[config.mk]
export PLATFORM = sky130hd
export DESIGN_NAME = pipe_stage_skid
export DESIGN_NICKNAME = d
export VERILOG_FILES = /design/src/rtl/pipe_stage_skid.sv
export SDC_FILE = /design/constraint.sdc
export NUM_CORES = 1
export LEC_CHECK = 0
export BUFFER_PORTS_ARGS = -buffer_cell sky130_fd_sc_hd__buf_2
export CORE_UTILIZATION = 59
export DETAILED_ROUTE_END_ITERATION = 10
export GPL_TIMING_DRIVEN = 1
export PLACE_DENSITY = 0.85
export SLEW_MARGIN = 20
export SYNTH_ARGS = -nofsm -noshare
export SYNTH_HDL_FRONTEND = slang
export SYNTH_SLANG_ARGS = --single-unit
[constraint.sdc]
create_clock -name clk_i -period 5.91 [get_ports clk_i]
set_clock_uncertainty 0.2 [all_clocks]
set_input_delay 0.2955 -clock clk_i [delete_from_list [all_inputs] [get_ports clk_i]]
set_output_delay 0.2955 -clock clk_i [all_outputs]
set_load 0.1 [all_outputs]
[src/rtl/pipe_stage_skid.sv]
// pipe_stage_skid: valid/ready pipeline register with a 2-entry skid buffer and a registered in_ready_o.
// Defining PIPE_STAGE_SKID_BUBBLE_CNT_EN adds a saturating bubble/stall counter (cnt_clr_i, bubble_cnt_o).
module pipe_stage_skid #(
    parameter int DATA_W = 32,
    parameter int CTRL_W = 8,
    parameter int CNT_W  = 16
) (
    input  logic              clk_i,
    input  logic              rst_i,
    input  logic              flush_i,
    input  logic              in_valid_i,
    output logic              in_ready_o,
    input  logic [CTRL_W-1:0] in_ctrl_i,
    input  logic [DATA_W-1:0] in_data_i,
    output logic              out_valid_o,
    input  logic              out_ready_i,
    output logic [CTRL_W-1:0] out_ctrl_o,
    output logic [DATA_W-1:0] out_data_o
`ifdef PIPE_STAGE_SKID_BUBBLE_CNT_EN
    ,
    input  logic              cnt_clr_i,
    output logic [CNT_W-1:0]  bubble_cnt_o
`endif
);
    typedef enum logic [1:0] {EMPTY, ONE, TWO} state_t;
    state_t state;
    logic [CTRL_W-1:0] skid_ctrl;
    logic [DATA_W-1:0] skid_data;
    generate
        if (CNT_W < 1) begin : g_bad_cnt_w
            $error("CNT_W must be at least 1");
        end
    endgenerate
    // out_ctrl_o is the main ctrl register; it is cleared whenever the stage goes empty
    always_ff @(posedge clk_i or posedge rst_i) begin
        if (rst_i) begin
            state       <= EMPTY;
            out_valid_o <= 1'b0;
            in_ready_o  <= 1'b1;
            out_ctrl_o  <= '0;
            out_data_o  <= '0;
            skid_ctrl   <= '0;
            skid_data   <= '0;
        end else if (flush_i) begin
            state       <= EMPTY;
            out_valid_o <= 1'b0;
            in_ready_o  <= 1'b1;
            out_ctrl_o  <= '0;
            skid_ctrl   <= '0;
        end else begin
            case (state)
                EMPTY: begin
                    if (in_valid_i) begin
                        state       <= ONE;
                        out_valid_o <= 1'b1;
                        out_ctrl_o  <= in_ctrl_i;
                        out_data_o  <= in_data_i;
                    end
                end
                ONE: begin
                    if (out_ready_i && in_valid_i) begin
                        out_ctrl_o <= in_ctrl_i;
                        out_data_o <= in_data_i;
                    end else if (out_ready_i) begin
                        state       <= EMPTY;
                        out_valid_o <= 1'b0;
                        out_ctrl_o  <= '0;
                    end else if (in_valid_i) begin
                        state      <= TWO;
                        in_ready_o <= 1'b0;
                        skid_ctrl  <= in_ctrl_i;
                        skid_data  <= in_data_i;
                    end
                end
                TWO: begin
                    if (out_ready_i) begin
                        state      <= ONE;
                        in_ready_o <= 1'b1;
                        out_ctrl_o <= skid_ctrl;
                        out_data_o <= skid_data;
                        skid_ctrl  <= '0;
                    end
                end
                default: begin
                    state       <= EMPTY;
                    out_valid_o <= 1'b0;
                    in_ready_o  <= 1'b1;
                    out_ctrl_o  <= '0;
                end
            endcase
        end
    end
`ifdef PIPE_STAGE_SKID_BUBBLE_CNT_EN
    // counts cycles where nothing leaves the stage: empty or stalled by downstream
    always_ff @(posedge clk_i or posedge rst_i) begin
        if (rst_i)
            bubble_cnt_o <= '0;
        else if (cnt_clr_i)
            bubble_cnt_o <= '0;
        else if ((!out_valid_o || !out_ready_i) && bubble_cnt_o != '1)
            bubble_cnt_o <= bubble_cnt_o + 1'b1;
    end
`endif
endmodule

Word-level counts from Yosys, hierarchy flattened --
Cells that the tools add are included.
Word-level totals: bits in registers 84, bits of input ports 45, output and inout port bits 42, logic and storage cells 68
Cells by class: equality and inequality tests 15, multiplexer cells 32, bitwise gates (word level) 3, reductions and logical operators 11
Operators by type and width (count):
- $mux 32 | 3
- $pmux 32 s3 | 1
- $mux 8 | 8
- $pmux 8 s3 | 1
- $reduce_and 5->1 | 4
- $ne 3x3->1 const B | 6
- $pmux 8 s2 | 1
- $mux 2 | 6
- $ne 2x2->1 const B | 5
- $mux 1 | 9
- $ne 4x4->1 const B | 2
- $reduce_and 4->1 | 2
- $pmux 1 s3 | 2
- $pmux 2 s3 | 1
- $reduce_bool 3->1 | 2
- $not 1->1 | 3
- $reduce_and 3->1 | 1
- $eq 2x1->1 const B | 1
- $eq 2x2->1 const B | 1
- $logic_not 2->1 | 1
- $logic_and 1x1->1 | 1

Longest topological paths before layout --
Gate-level depths: netlist of run 1.
depth after elaboration 5, depth in mapped cells 5, gate-level depth less buffers 3

Least setup slack after synthesis of run 1 --
OpenSTA, ideal clock, no wires.
path kind register to register, start register state[0], end register out_data_o[0], setup time 126 ps, data arrival time 1546 ps, required time 5584 ps, slack 4038 ps, cell stages (with the launch flop) 6, buffers on the path 2, period minus slack after synthesis 1872 ps, cell sequence dfrtp_1 -> buf_6 -> or2_2 -> o21ai_4 -> buf_12 -> mux2_4
On the way: longest elaborated chain between the ends 3, elaborated cells between the ends (all ways) 9, those cells by class eq/ne: 5; mux: 1; reduce/logical: 3
RTL lines:
- start: declaration | line 26 | state_t state;
- start signal: assignment | line 37 | state <= EMPTY;
- start signal: assignment | line 45 | state <= EMPTY;
- start signal: assignment | line 54 | state <= ONE;
- $eq 2x1->1, or another cell as far along | line 51 | case (state)
- $ne 2x2->1 (no source line) or $reduce_bool 3->1 (tied branches)
- $reduce_and 5->1 (no source line)
- end signal: assignment | line 57 | out_data_o <= in_data_i;
- end signal: assignment | line 63 | out_data_o <= in_data_i;
- end signal: assignment | line 80 | out_data_o <= skid_data;
- end: declaration | line 18 | output logic [DATA_W-1:0] out_data_o
Parallel ways exist; a longest one is shown, timed or not. A chain may end at the register's enable or synchronous reset.

Worst setup path after layout of run 1 --
start register state[1], end register skid_data[30]
On the way: longest elaborated chain between the ends 2
RTL lines:
- $eq 2x1->1 | line 51
- $reduce_and 5->1 (no source line)
- end signal: assignment | line 72 | skid_data <= in_data_i;
- end: declaration | line 28 | logic [DATA_W-1:0] skid_data;
No other way between the ends.

==> impl.org, run 1 <==
** Synthesis
- Measured against the total synthesized area, the mux share comes to between 30% and 40%.
- Largest family of logic cells by synthesized area :: multiplexers
- Proportion of synthesized chip area in sequential cells :: 51.2%
- Synthesis handed over a netlist of between 200 and 300 instances.
- Net count after synthesis :: roughly 320
- EDFF count, synth :: 0
- Post-Synthesis Mean Instance Area :: about 15 sq um
- Count of yosys warnings during synthesis :: 0
- Fraction of synthesis flops using an asynchronous set or reset pin :: between 90% and 100%
- After Yosys synthesis, and, or, nand and nor cells account for under 10% of the synthesized area.
- The synthesized netlist contains 35 unique library cells.
- Adder and majority cell fraction of the synthesized area :: 0%
- The synthesized netlist occupies a cell area of roughly 4100 sq um.
- In the synthesized netlist the dominant register cell turns out to be sky130_fd_sc_hd__dfrtp_1.
- Synthesized-area fraction occupied by ao, oa, aoi and oai cells :: slightly below 6%
- Xor/xnor share of the synthesized area :: 0%
- After synthesis the netlist holds a flip-flop and latch count of 84.

** STA
- Final Max Tran Viols :: 0
- In the final timing run, aggregate negative setup slack is 0 ns.
- Based on the critical path, the design can be clocked at up to approximately 0.35 GHz.
- RSZ-0062 raised after global routing :: no
- Worst Hold Slack :: around 0.096 ns
- At the pin with the least slew margin, the transition time is around 0.9 ns.
- Of the available clock period, the critical path in the final layout requires roughly half.
- Setup-failing EPs final :: 0
- Relative max-transition margin :: between 30% and 40%
- The routed design could run at a clock period as short as approximately 2.9 ns.
- Final setup margin :: about 3.0 ns
- The final count of hold timing violations came to 0.

** Die
- Core region area :: 6760 sq um
- Row generation in the floorplan step produced 30 rows.
- Effective utilization at floorplan :: between 60% and 70%
- Die Wd :: 85.4 um
- Number of primary I/O pins :: just under 90
- Y dimension of the die :: roughly 85 um
- Die area :: 7290 sq um

** Layout
- After the last flow step, the layout net total stands at between 400 and 500.
- The top cell types in the final layout, fill and taps aside, are sky130_fd_sc_hd__buf_2 (86), sky130_fd_sc_hd__dfrtp_1 (83), sky130_fd_sc_hd__mux2_2 (45).
- The number of antenna diodes in the final layout is 0.
- Measured on the finished design, the core utilization comes to 74.8%.
- Relative to the synthesized area, the layout overhead comes to 23.1%.
- Share of layout cells above drive strength 1 :: between 40% and 50%
- The library cell used most frequently in the layout, excluding fill and tap cells, is sky130_fd_sc_hd__buf_2.

** Global routing
- Largest net degree at the start of global routing :: between 80 and 90
- Global routing used about 23% of the available tracks across all layers.
- Global-route wire length before repair :: 12700 um
- Summed over all layers, the global routing overflow is 0.
- The number of antenna violations at the first check in global routing is 0.
- The number of global-route vias before repair came to 2721.

** Route
- Number of DRC violations after detailed routing :: 0
- Number of DRC markers in iteration 0 :: 82
- In the routed layout, each cell is associated on average with a via count of around 5.5.
- The pre-antenna-repair detailed-routing pass consisted of 4 iterations.
- Dividing the detail-routed wire length by the instance count gives approximately 16 um.
- Final wirelength :: about 7700 um
- The detail route stage leaves a number of antenna-violating nets equal to 0.
- Detailed-route via count :: roughly 2600

** Clocking
- Clk_lat worst skew :: ~0.35 ns
- H-Tree Depth :: 3
- Clock sink count :: 84
- Number of resized instances in the post-cts repair step :: 0
- Clock tree from TritonCTS :: yes
- Clock buffer count from CTS :: 9
- The clock passes through at most 2 buffers.
- Clock-pin transition on the worst setup and hold timing paths :: 0.09 ns
- CTS Root Cell :: sky130_fd_sc_hd__clkbuf_8

** Hold path
- Counting instances, the worst hold path has a depth of 3.
- Type of the worst min-delay path :: in2reg

** Setup path
- Data on the critical path is required at its endpoint by between 5 and 6 ns.
- Largest fanout on the critical path :: 21
- The worst setup path is captured at a flip-flop.
- Worst r2r path cells :: 4
- Kind of start point of the critical path :: flip-flop
- Arrival time reported for the critical path endpoint :: between 2 and 3 ns
- Type of the worst setup path :: reg2reg

** Flow run
- Max-cap violations in this run came to 0.

** Run status
- Run status :: complete, no violations

** Pwr
- IR analysis of the VDD net gives a maximum drop of roughly 0.20 mV.
- Power spread over the standard cell area amounts to 380 nW/um^2.
- Total power after layout :: a little under 2 mW
- Summed over all cells, the static leakage comes to 2.38 nW.

** Placed design
- Port Buffer Count :: 86
- Placer Congestion :: about 0.70
- Half-perimeter wire length of the detailed placement result :: 4870 um
- Worst setup timing slack at the placement stage :: between 3 and 4 ns
area by class of cell:
type,count,area [sq um]
sequential,84,2100
clock inverter,5,82.6
inverter,1,5.00
fill,417,1700
tap,80,100
multi-input combinational,168,1830
clock buffer,11,141
timing repair buffer,123,795
Yosys cell counts (all sizes together) (3+ instances only):
cell,n,area share [%]
clkbuf,3,0.27
buf,16,3.9
a21oi,3,0.37
dfrtp,83,51
mux2i,9,2.5
o2bb2ai,8,1.7
nor2,4,0.37
nor3b,8,1.5
a22o,8,1.7
mux2,104,31
metal layers:
layer	vias to the layer above	wire length, um	share of wire [%]	GRT usage [%]
met1	1311	3400	44	27.9
met3	9	313	4.1	5.06
met5	-	0	0	0
met2	68	3900	51	38.5
li1	1229	-	-	-
met4	0	98	1.3	8.64
per-stage QoR:
step	area (sq um)	std cells
finish	5050	472
global route	5050	472
CTS	5040	471
detailed placement	4500	423
global placement	4500	423
floorplan	4100	272
kinds of logic after synthesis:
kind of cell	count (synthesis)
buf+inv	20
compound gates	27
mux	113
simple gates	28
flops	84
report_power, final:
part | switching, mW | internal (mW) | leakage [nW]
combinational | 0.506 | 0.195 | 1.24
clock | 0.206 | 0.251 | 0.114
sequential | 0.0671 | 0.695 | 1.03
total | 0.779 | 1.14 | 2.38
registers in the layout, indices dropped and copies added, names as in the netlist:
name,flops
skid_data,32
in_ready_o,1
state,2
out_ctrl_o,8
out_data_o,32
skid_ctrl,8
out_valid_o,1
critical path, cell delays in order, from the launching register on:
cell and delay, ns:
sky130_fd_sc_hd__dfrtp_1 0.68, sky130_fd_sc_hd__and4bb_4 0.51, sky130_fd_sc_hd__and2b_1 0.61, sky130_fd_sc_hd__buf_4 0.39, sky130_fd_sc_hd__mux2_2 0.37
final timing paths:
check                                   from        endpoint  slack [ns]
worst max register to register      state[1]   skid_data[30]        3.02
max in group asynchronous              rst_i   skid_data[26]        4.50
worst min-delay path            in_ctrl_i[2]   out_ctrl_o[2]         0.1
worst min register to register  skid_data[4]    skid_data[4]        0.29
worst max-delay path                state[1]   skid_data[30]        3.02
min in group asynchronous              rst_i  out_data_o[15]        0.46
repair_timing:
| action | CTS | global route |
|---|---|---|
| setup buffers | 0 | 0 |
| endpoints found under the setup margin | 0 | 0 |
| hold buffers | 32 | 1 |
| hold endpoints to repair | 32 | 12 |
Power figures use the tool's default switching activity.
==> inputs of run 2 (changes only) <==
- CORE_UTILIZATION: 59 -> 49
- PLACE_DENSITY: 0.85 -> 0.76
- clock period: 5.91 -> 2.55 ns (I/O delays scaled with it)
==> run 2 against run 1 <==
Sequential share of layout area down 1.7 points. Design area is 4.2% higher. Worst hold slack worse by 0.023 ns. Clock power increased by 130%. Via count fell by 0.46%. Combinational power up 140%. Die area rose by 20%. Cell count up 8.7%. First-iteration DRC count decreased by 41%.
==> impl.org, run 2 (same netlist as run 1, synthesis figures left out) <==
** Clocking
- Clock tree from TritonCTS :: yes
- Clock sink count :: 84
- The clock reaches the later pin of the worst-skew pair after about 0.35 ns.
- H-Tree Depth :: 3
- CTS placed an instance of sky130_fd_sc_hd__clkbuf_8 at the clock tree root.
- The number of clock buffers added by TritonCTS is 9.
- The clock passes through at most 2 buffers.
- Clock-pin transition on the worst setup and hold timing paths :: 0.08 ns
- The number of gates resized after CTS was 0.
- Buffers inserted during post-CTS setup optimization :: 0

** Global routing
- The number of antenna violations at the first check in global routing was 0.
- Global-route wire length before repair :: 12900 um
- Total global-route track usage :: 19.3%
- The number of global-route vias before repair was 2616.
- Largest net degree at the start of global routing :: 51
- The total overflow left after global routing is 0.

** Setup path
- STA puts the critical path data required time at roughly 2.6 ns.
- Type of the worst setup path :: reg2reg
- Cell with the largest stage delay on the worst path :: sky130_fd_sc_hd__a211oi_4
- Kind of start point of the critical path :: flip-flop
- The worst setup path is captured at a flip-flop.
- In this run the critical register-to-register path is launched from state[0].
- For this run, the slowest stage of the critical path takes about 0.53 ns.
- Of all nets on the critical path, the largest fanout is 12.
- Data arrives at the worst endpoint at between 2 and 2.5 ns.
- The most critical setup path has its startpoint at state[0].
- Counting both buffers and inverters, the worst setup path holds a total of 1.
- CP cell instances :: buf_4 -> nor2b_1 -> a211oi_4 -> mux2_2
- Broken down by cell family, the worst path's largest delay share belongs to compound AO/OA/AOI/OAI gates.

** Flow run
- The tool flagged a number of max-cap violations equal to 0.

** Layout
- The largest registers in the layout are out_data_o (32), skid_data (32).
- The final layout contains between 400 and 500 nets.
- Share of layout cells above drive strength 1 :: 48.3%
- For this run, the number of standard cells in the final layout without fillers is approximately 510.
- Post-route cell area :: about 5300 sq um
- Layout-stage area growth over the synthesis result :: 28.4%
- Commonest non-fill, non-tap cell in the layout :: sky130_fd_sc_hd__buf_2
- In the layout the commonest cells are sky130_fd_sc_hd__buf_2 (86), sky130_fd_sc_hd__dfrtp_1 (83), sky130_fd_sc_hd__mux2_2 (45).
- Number of antenna cells inserted :: 0

** Pwr
- Power spread over the standard cell area amounts to roughly 850 nW/um^2.
- Power comes to 4.47 mW.
- In this run, flip-flops and latches consume about two fifths of the power.
- Combinational cell fraction of total power :: between 30% and 40%
- In this run, the clock network consumes 23.8% of the power.
- Switching power share of the total :: 40.8%
- Summed over all nets, the switching power comes to 1.83 mW.
- The internal portion of the total power is around 2.6 mW.
- In this run the static leakage power is between 2 and 2.5 nW.
- The worst-case IR drop observed on VDD is approximately 0.36 mV.

** Route
- Using the TritonRoute via totals, the vias-per-cell ratio works out to ~5.1.
- The first routing iteration left 48 violations.
- The first TritonRoute pass finished after 4 iterations.
- Post-DR wirelength/cell :: roughly 16 um
- Detailed-route via count :: 2605
- For this run, design rule violations remaining after detail routing come to 0.
- In this run the remaining antenna-violating nets after routing total 0.
- Wires add up to 8020 um.

** Run status
- Run status :: complete, no violations

** Placed design
- Summed over all nets, the half-perimeter wirelength after detailed placement is just over 5000 um.
- Area after DPL :: ~4600 sq um
- Worst setup timing slack at the placement stage :: approximately 0.45 ns
- Counting tap cells, the placed design contains a total of between 400 and 500 instances.
- At the end of routability-driven placement, the weighted congestion stood at ~0.74.
- Port Buffer Count :: between 80 and 90

** STA
- The final count of hold timing violations was 0.
- Final critical-path required period :: 2.10 ns
- Worst Tran Pin Value :: 0.615 ns
- Accumulated negative setup slack :: 0 ns
- Relative max-transition margin :: between 50% and 60%
- Final setup margin :: roughly 0.45 ns
- Final Max Tran Viols :: 0
- Setup repair after global routing left no endpoint under its margin.
- Setup violations remaining at the end of the flow were counted as 0.
- Achievable frequency :: approximately 0.48 GHz
- Period utilization :: just over 80%

** Die
- The die covers about 9000 sq um.
- Row generation in the floorplan step produced 33 rows.
- Core region area :: about 8200 sq um
- From bottom edge to top edge, the die measures between 90 and 100 um.
- Number of primary I/O pins :: slightly below 90
- For this configuration, the core starts out at a cell density of 50.2%.
- In this run the horizontal extent of the chip is 93.5 um.

** Hold path
- Type of the worst min-delay path :: in2reg
- In this run the most critical hold path is launched from in_valid_i.
## run 2: worst paths after layout
check	endpoint	slack, ns	cells past startpoint
setup reg to reg	skid_ctrl[6]	0.45	4
hold reg to reg	skid_data[21]	0.29	1
hold / removal	out_valid_o	0.07	4
setup / recovery	skid_ctrl[6]	0.45	4
min in group asynchronous	out_data_o[21]	0.18	3
max in group asynchronous	skid_data[25]	1.30	4
## run 2: power groups by stage
stage	Sequential [mW]	Clock (mW)	Combinational (mW)
4_1_cts	1.75	1.09	1.66
6_report	1.75	1.06	1.65
2_1_floorplan	2.65	0	0.470
3_5_place_dp	1.78	0	1.61
5_1_grt	1.79	1.14	1.72
3_3_place_gp	1.77	0	1.58
## run 2: metal layers
metal,routed length (um),vias to the layer above,GRT usage [%],part of all wire [%]
met5,0,-,0,0
met4,110,0,7.31,1.4
met3,260,10,3.82,3.2
met2,3800,53,31.3,47
met1,3850,1282,25.6,48
li1,-,1260,-,-
## run 2: stage by stage
stage                     hold slack, ns  util [%]
after global routing              0.0738      64.4
after detailed placement          0.0312      56.3
after global placement            0.0258      56.3
after floorplan                   0.0622         -
after CTS                         0.0598      64.4
final                             0.0729      64.4
## run 2: final cells by class
cell class | count | area, sq um
clock buffers | 9 | 124
clock inverters | 7 | 98.8
fillers | 635 | 2910
inverters | 1 | 5.00
multi-input cells | 168 | 1830
flip-flops and latches | 84 | 2100
well taps | 105 | 131
repair buffers | 139 | 976
## run 2: timing repair
action,in CTS,in global routing
hold endpoints to repair,107,0
endpoints found under the setup margin,0,0
hold buffers,44,0
## run 2: worst reg2reg max path, stage by stage, from the launching register on
cell and delay [ns]:
sky130_fd_sc_hd__dfrtp_1 0.49, sky130_fd_sc_hd__buf_4 0.24, sky130_fd_sc_hd__nor2b_1 0.13, sky130_fd_sc_hd__a211oi_4 0.53, sky130_fd_sc_hd__mux2_2 0.40
